[src/rtl/ksa_pkg.sv]
// Shared definitions for the Kogge-Stone adder: default width, prefix-level count
// and the (generate, propagate) pair carried through the prefix tree.
package ksa_pkg;

  localparam int KSA_WIDTH = 8;

  typedef struct packed {
    logic g;
    logic p;
  } gp_t;

  // Smallest n with 2^n >= width; widths are powers of two up to 64.
  function automatic int ksaStages(input int width);
    int n;
    n = 0;
    for (int i = 0; i < 7; i++) begin
      if ((1 << i) < width) n = i + 1;
    end
    return n;
  endfunction

endpackage

[src/rtl/ksa_prefix_cell.sv]
// Kogge-Stone black cell: merges a high (G,P) group with the adjacent lower group.
// Used as a gray cell by leaving p unconnected at the consumer side.
module ksa_prefix_cell (
  input  logic g_hi,
  input  logic p_hi,
  input  logic g_lo,
  input  logic p_lo,
  output logic g,
  output logic p
);

  assign g = g_hi | (p_hi & g_lo);
  assign p = p_hi & p_lo;

endmodule

[src/rtl/ksa_top.sv]
// Registered Kogge-Stone adder: {c32, s} = a + b + c0, one cycle after in_valid.
// Prefix index j maps to bit position j-1, so index 0 carries c0 as position -1.
module ksa_top
  import ksa_pkg::*;
#(
  parameter int WIDTH = KSA_WIDTH
) (
  input  logic             clk,
  input  logic             rst_n,
  input  logic             c0,
  input  logic [WIDTH-1:0] a,
  input  logic [WIDTH-1:0] b,
  input  logic             in_valid,
  output logic [WIDTH-1:0] s,
  output logic             c32,
  output logic             out_valid
);

  localparam int STAGES = ksaStages(WIDTH);

  gp_t              seed [0:WIDTH];
  logic [WIDTH:0]   gLvl [0:STAGES];
  logic [WIDTH:0]   pLvl [0:STAGES];
  logic [WIDTH-1:0] sumComb;
  logic             coutComb;
  logic             unusedCoutP;
  logic             unusedP;

  logic [WIDTH-1:0] sum_q, sum_d;
  logic             cout_q, cout_d;
  logic             valid_q;

  always_comb begin
    seed[0] = '{g: c0, p: 1'b0};
    for (int i = 0; i < WIDTH; i++) begin
      seed[i+1] = '{g: a[i] & b[i], p: a[i] ^ b[i]};
    end
  end

  for (genvar j = 0; j <= WIDTH; j++) begin : gSeed
    assign gLvl[0][j] = seed[j].g;
    assign pLvl[0][j] = seed[j].p;
  end

  for (genvar k = 0; k < STAGES; k++) begin : gLevel
    for (genvar j = 0; j <= WIDTH; j++) begin : gPos
      if (j >= (1 << k)) begin : gCell
        ksa_prefix_cell uCell (
          .g_hi (gLvl[k][j]),
          .p_hi (pLvl[k][j]),
          .g_lo (gLvl[k][j-(1<<k)]),
          .p_lo (pLvl[k][j-(1<<k)]),
          .g    (gLvl[k+1][j]),
          .p    (pLvl[k+1][j])
        );
      end else begin : gPass
        assign gLvl[k+1][j] = gLvl[k][j];
        assign pLvl[k+1][j] = pLvl[k][j];
      end
    end
  end

  // After STAGES levels the top index spans [WIDTH:1]; one gray cell folds in c0.
  ksa_prefix_cell uCout (
    .g_hi (gLvl[STAGES][WIDTH]),
    .p_hi (pLvl[STAGES][WIDTH]),
    .g_lo (gLvl[STAGES][0]),
    .p_lo (pLvl[STAGES][0]),
    .g    (coutComb),
    .p    (unusedCoutP)
  );

  for (genvar i = 0; i < WIDTH; i++) begin : gSum
    assign sumComb[i] = seed[i+1].p ^ gLvl[STAGES][i];
  end

  assign unusedP = ^{pLvl[STAGES], unusedCoutP};

  always_comb begin
    sum_d  = sum_q;
    cout_d = cout_q;
    if (in_valid) begin
      sum_d  = sumComb;
      cout_d = coutComb;
    end
  end

  always_ff @(posedge clk or negedge rst_n) begin
    if (!rst_n) begin
      sum_q   <= '0;
      cout_q  <= 1'b0;
      valid_q <= 1'b0;
    end else begin
      sum_q   <= sum_d;
      cout_q  <= cout_d;
      valid_q <= in_valid;
    end
  end

  assign s         = sum_q;
  assign c32       = cout_q;
  assign out_valid = valid_q;

endmodule

[config.mk]
export PLATFORM = sky130hd
export DESIGN_NAME = ksa_top
export DESIGN_NICKNAME = d
export VERILOG_FILES = /design/src/rtl/ksa_pkg.sv /design/src/rtl/ksa_prefix_cell.sv /design/src/rtl/ksa_top.sv
export SDC_FILE = /design/constraint.sdc
export NUM_CORES = 1
export LEC_CHECK = 0
export BUFFER_PORTS_ARGS = -buffer_cell sky130_fd_sc_hd__buf_2
export CAP_MARGIN = 30
export CORE_MARGIN = 2
export CORE_UTILIZATION = 50
export CTS_BUF_LIST = sky130_fd_sc_hd__clkbuf_2
export DETAILED_ROUTE_END_ITERATION = 6
export PLACE_DENSITY = 0.92
export SLEW_MARGIN = 30
export SYNTH_ARGS = -nofsm -noshare
export SYNTH_HDL_FRONTEND = slang
export SYNTH_SLANG_ARGS = --single-unit
[constraint.sdc]
create_clock -name clk -period 0.97 [get_ports clk]
set_input_delay 0.0485 -clock clk [delete_from_list [all_inputs] [get_ports clk]]
set_output_delay 0.0485 -clock clk [all_outputs]
set_load 0.02 [all_outputs]
==> flow_metrics.tcl, run 1 <==
set metrics [dict create \
    worstPathArrival_ns 1.38 \
    synth_common_cells "dfrtp_1, ha_1, nor2_1, a21oi_1, o21ai_0" \
    hold_depth 1 \
    p_leak_nw 0.612 \
    tns_ns -1.21 \
    synth-edff-count 0 \
    track_usage_pct 24.8 \
    final_area_mm2 0.00129 \
    ios 30 \
    cts_buffer_depth 2 \
    clkLatencyLatePin_ns 0.24 \
    worst_pin_slew_ns 0.343 \
    cpPeakStageDelay_ns 0.40 \
    antenna_left 0 \
    max_cap_viol_count 0 \
    drc 0 \
    wl_mm 2.85 \
    finalHoldViolations 0 \
    drive_gt1_share_pct 54.1 \
    cts_root_buffer "clkbuf_2" \
    r2r_cells 3 \
    synth_top_area_share_pct 31.9 \
    crit_family "compound AO/OA/AOI/OAI gates" \
    synth.area.top_cells "dfrtp_1, ha_1, nor2_1, a211o_1, a21oi_1" \
    initial_core_util_pct 52.6 \
    seq_area_frac_synth_pct 31.9 \
    synthMostInstantiatedCell "dfrtp_1" \
    grt_pass1_wl_mm 3.53 \
    clock_skew_ns 0 \
    avgSynthCellArea_um2 9.55 \
    synthCells 82 \
    critPathRequiredTime_ns 1.11 \
    critPathKind "in -> reg" \
    via_count 941 \
    synth_seq_cells 10 \
    layout.nets 165 \
    crit_path_cell_trace "buf_8 > fa_2 > a211oi_2 > nor2_2 > o2111a_1 > a211o_1" \
    clk_pin_slew_ns 0.09 \
    die_area_mm2 0.00190 \
    clock_sinks 10 \
    grt_pass1_vias 884 \
    cp-end-kind "flop" \
    gp_congestion 0.785 \
    critPathSlowestCell "fa_2" \
    synth_fp_nets 111 \
    path_depth 6 \
    slew_headroom_pct 76.9 \
    finalSetupViolations 8 \
    start_kind "input port" \
    holdCritPathClass "in -> reg" \
    ir_drop_uv 696 \
    synth.yosys.warnings 0 \
    port_buffers 29 \
    rsz0062_at_grt "true" \
    die_y_um 43.6 \
    syn_area_um2 783 \
    async_reset_ff_share_pct 100 \
    area_delta_synth_final_pct 64.5 \
    status "complete, but fails checks" \
    rows 14 \
    cts_buffers 3 \
    worst-path-buf-inv 1 \
    die-width_um 43.6 \
    post-route-util_pct 86.6 \
    grt-ovfl-total 0 \
    cp_max_fo 4 \
    fmax_ghz 0.805 \
    slew_viol_final 0 \
    placed_area_mm2 0.00113 \
    cts_tree "built" \
    synth.distinct_cells 34 \
    fin_crit_sh_pct 128 \
    synthFlopType "dfrtp_1" \
    htree_levels 1 \
    core_area_mm2 0.00149 \
    power_density_mw_per_mm2 1250 \
    insertedDiodeCount 0 \
    place_ws_ns -0.543 \
    drt_iter0_markers 34 \
    synth_area_leader_cell "dfrtp_1" \
    stdcell_count 151 \
    failed_checks "negative setup slack" \
    fin_ws_ns -0.272 \
    place_hpwl_mm 1.66 \
    firstDrtPassIters 4 \
    place_inst 141 \
    grt_max_degree 18 \
    antenna_found_initial 0 \
    wl_per_cell_um 18.9 \
    via_per_inst 6.23 \
    period_needed_ns 1.24 \
]
## worst register-to-register path, stage by stage, from the launching register on
cell	delay (ns)
dfrtp_1	0.40
inv_1	0.07
o22ai_1	0.08
a211o_1	0.28
## metrics by stage
stage	total power, mW	hold slack [ns]
3_3_place_gp	1.21	-0.0870
6_report	1.60	0.101
4_1_cts	1.51	0.0707
2_1_floorplan	0.967	-0.247
5_1_grt	1.68	0.0888
3_5_place_dp	1.25	-0.0880
## cell usage in the layout, fill, tap and decap left out, types with 2 or more instances in the layout
cell / Yosys / routed
a211o_1: 3 / 3
a211oi_2: 1 / 4
a21o_1: 2 / 2
a21oi_1: 5 / 4
buf_2: 0 / 24
buf_4: 0 / 18
buf_6: 0 / 7
clkbuf_2: 0 / 3
dfrtp_1: 10 / 10
ha_1: 8 / 2
ha_4: 0 / 6
inv_1: 3 / 3
mux2_4: 1 / 2
nand2_1: 4 / 4
nand2b_1: 2 / 2
nand3_1: 3 / 3
nor2_1: 7 / 6
o21a_1: 2 / 2
o21ai_0: 5 / 5
o22ai_1: 2 / 2
xnor2_1: 2 / 2
## worst paths after layout
path                                   from             endpoint  slack, ns
max                                      c0     s[7]$_DFFE_PN0P_      -0.27
min                                in_valid  out_valid$_DFF_PN0_       0.10
max reg2reg                s[7]$_DFFE_PN0P_     s[7]$_DFFE_PN0P_       0.04
min reg2reg                s[6]$_DFFE_PN0P_     s[6]$_DFFE_PN0P_       0.54
max in group asynchronous             rst_n     s[5]$_DFFE_PN0P_       0.58
min in group asynchronous             rst_n     s[2]$_DFFE_PN0P_       0.20
## sequential cells by signal, summed over array words and instances, names as in the netlist
signal,cells
c32,1
out_valid,1
s,8
## repair_timing
action                                 CTS  global route
pin swaps                               10            10
hold buffers                             1             0
resized for setup                       10             8
setup buffers                            0             5
setup endpoints to repair                7             7
endpoints found under the hold margin   10             0
## cell families (layout without fill, tap and decap cells)
| kind of cell | after synthesis | after routing | share of synthesized area (%) |
|---|---|---|---|
| DFF | 10 | 10 | 31.9 |
| adders and majority gates | 9 | 9 | 15.3 |
| muxes | 4 | 4 | 6.07 |
| and+or+nand+nor | 21 | 21 | 13.1 |
| buffers and inverters | 5 | 58 | 2.40 |
| xor gates and xnor gates | 2 | 2 | 2.24 |
| AOI/OAI and AO/OA | 31 | 31 | 28.9 |
## where the power goes
group          leakage (nW)  total, mW  internal [mW]  switching, mW
combinational         0.482      0.839          0.408          0.431
clock                0.0140      0.222         0.0896          0.133
sequential            0.117      0.543          0.492         0.0514
## routing by layer
metal  track usage (%)  wire length [um]  share of wire [%]  up-vias
met3              5.00               176                6.2       16
met1              24.8              1010                 35      441
met5                 0                 0                  0        -
met2              47.4              1560                 55       67
met4              12.1                99                3.5        0
li1                  -                 -                  -      417
## layout make-up
class / count / area, um^2
Inverter: 3 / 11.3
Sequential cell: 10 / 250
Clock buffer: 3 / 15.0
Tap cell: 16 / 20.0
Fill cell: 69 / 200
Multi-Input combinational cell: 67 / 629
Timing Repair Buffer: 51 / 359
Clock inverter: 1 / 3.75
Note: power is estimated with default switching activity, not from simulation.
==> run 2, diff against run 1 <==
Settings changed: CTS_BUF_LIST sky130_fd_sc_hd__clkbuf_2 to sky130_fd_sc_hd__clkbuf_4.
==> run 2 against run 1 <==
  * The flow still finishes with violations (negative setup slack)
  * Sequential power about the same
  * Register-to-register slack barely moved
  * First-iteration DRC count is 32% lower
  * Cell count unchanged
  * Core utilization is 0.50 points higher
  * Via count shrank 1.5%
  * Setup slack gained 0.049 ns
  * Die area unchanged
  * Critical path type unchanged
  * Largest cell class unchanged
  * Highest routed layer unchanged
==> flow_metrics.tcl, run 2 (same netlist as run 1, synthesis figures left out) <==
set metrics [dict create \
    status "complete, but fails checks" \
    failed_checks "negative setup slack" \
    critPathKind "in -> reg" \
    fin_ws_ns -0.223 \
    tns_ns -1.01 \
    cts_buffers 3 \
    antenna_left 0 \
    final_area_mm2 0.00130 \
    min_from "in_valid" \
    stdcell_count 151 \
    clkLatencyLatePin_ns 0.26 \
    fin_crit_sh_pct 123 \
    r2r_start "s[7]$_DFFE_PN0P_" \
    use_met2_pct 48.2 \
    htree_levels 1 \
    cp-startpoint "c0" \
    hold_ws_ns 0.0820 \
    track_usage_pct 25.2 \
    place_inst 141 \
    drive_gt1_share_pct 54.8 \
    mostFrequentLayoutCells "buf_2, buf_4, dfrtp_1" \
    cp-end-kind "flop" \
    worstPathArrival_ns 1.35 \
    gp_congestion 0.785 \
    drc 0 \
    critPathRequiredTime_ns 1.12 \
    drt_iter0_markers 23 \
    worst_pin_slew_ns 0.361 \
    p_leak_nw 0.613 \
    grtUsageMet1_pct 26.9 \
    antenna_found_initial 0 \
    worst-path-buf-inv 1 \
    slew_headroom_pct 75.7 \
    die_area_mm2 0.00190 \
    insertedDiodeCount 0 \
    grt_busiest_layer "met2" \
    cpPeakStageDelay_ns 0.39 \
    crit_path_cell_trace "buf_8 > fa_2 > a211oi_2 > nor2_2 > o2111a_1 > a211o_1" \
    multi_input_area_um2 633 \
    cts_tree "built" \
    cp_max_fo 4 \
    clock_sinks 10 \
    wl_per_cell_um 19.4 \
    layout.nets 165 \
    finalHoldViolations 0 \
    cts_buffer_depth 2 \
    clk_pin_slew_ns 0.07 \
    place_ws_ns -0.543 \
    wl_mm 2.92 \
    start_kind "input port" \
    critPathSlowestCell "fa_2" \
    firstDrtPassIters 4 \
    max_cap_viol_count 0 \
    slew_viol_final 0 \
    cts_root_buffer "clkbuf_4" \
    largest_reg_flops 8 \
    rsz0062_at_grt "true" \
    port_buffers 29 \
    grtUsageMet3_pct 4.17 \
    grt_pass1_wl_mm 3.59 \
    clock_skew_ns 0 \
    initial_core_util_pct 52.6 \
    seq_area_um2 250 \
    fmax_ghz 0.838 \
    area_delta_synth_final_pct 65.5 \
    holdCritPathClass "in -> reg" \
    placed_area_mm2 0.00113 \
    core_area_mm2 0.00149 \
    ios 30 \
    grt_pass1_vias 881 \
    finalSetupViolations 6 \
    power_density_mw_per_mm2 1300 \
    rows 14 \
    die_y_um 43.6 \
    die-width_um 43.6 \
    ir_drop_uv 756 \
    grt_max_degree 18 \
    crit_family "compound AO/OA/AOI/OAI gates" \
    via_count 927 \
    grt-ovfl-total 0 \
    period_needed_ns 1.19 \
    via_per_inst 6.14 \
    final_common_cell "buf_2" \
    place_hpwl_mm 1.66 \
    fillerInstances 63 \
]
-- run 2: cell types whose count changed in the layout (fill, tap and decap cells not counted) --
| cell | before | now |
|---|---|---|
| a21oi_2 | 1 | 2 |
| a21oi_1 | 4 | 3 |
| buf_6 | 7 | 6 |
| buf_4 | 18 | 19 |
| clkbuf_2 | 3 | 0 |
| clkbuf_4 | 0 | 3 |
-- run 2: path summary, 6_finish.rpt --
kind | to | cells after the start | slack [ns]
worst max-delay path | s[7]$_DFFE_PN0P_ | 6 | -0.22
worst min-delay path | out_valid$_DFF_PN0_ | 1 | 0.08
worst max register to register | s[7]$_DFFE_PN0P_ | 3 | 0.03
worst min register to register | s[6]$_DFFE_PN0P_ | 2 | 0.53
max in group asynchronous | s[4]$_DFFE_PN0P_ | 2 | 0.62
min in group asynchronous | s[1]$_DFFE_PN0P_ | 2 | 0.16
-- run 2: routing by layer --
metal | share of wire (%) | vias up
met5 | 0 | -
met2 | 52 | 51
met4 | 3.6 | 0
met1 | 38 | 443
met3 | 6.6 | 15
li1 | - | 418
-- run 2: metrics by stage --
step	total power, mW	utilization [%]
after global placement	1.21	75.7
after detailed placement	1.25	75.7
after floorplan	0.967	-
after global routing	1.76	87.1
after CTS	1.56	81.8
final	1.69	87.1
-- run 2: final cells by class --
class | count | area share, %
Sequential cell | 10 | 19.3
Clock buffer | 3 | 1.74
Clock inverter | 1 | 0.290
Inverter | 3 | 0.869
Multi-Input combinational cell | 67 | 48.8
Tap cell | 16 | 1.54
Timing Repair Buffer | 51 | 27.4
-- run 2: repair_timing --
action,CTS,global route
gates cloned,0,0
endpoints found under the setup margin,7,7
gates resized for setup,10,8
pin swaps,10,13
setup buffers,0,5
hold endpoints to repair,10,0
hold buffers,1,0
-- run 2: power by group --
group / switching (mW) / internal, mW
clock: 0.144 / 0.149
combinational: 0.442 / 0.407
sequential: 0.0533 / 0.492
total: 0.639 / 1.05
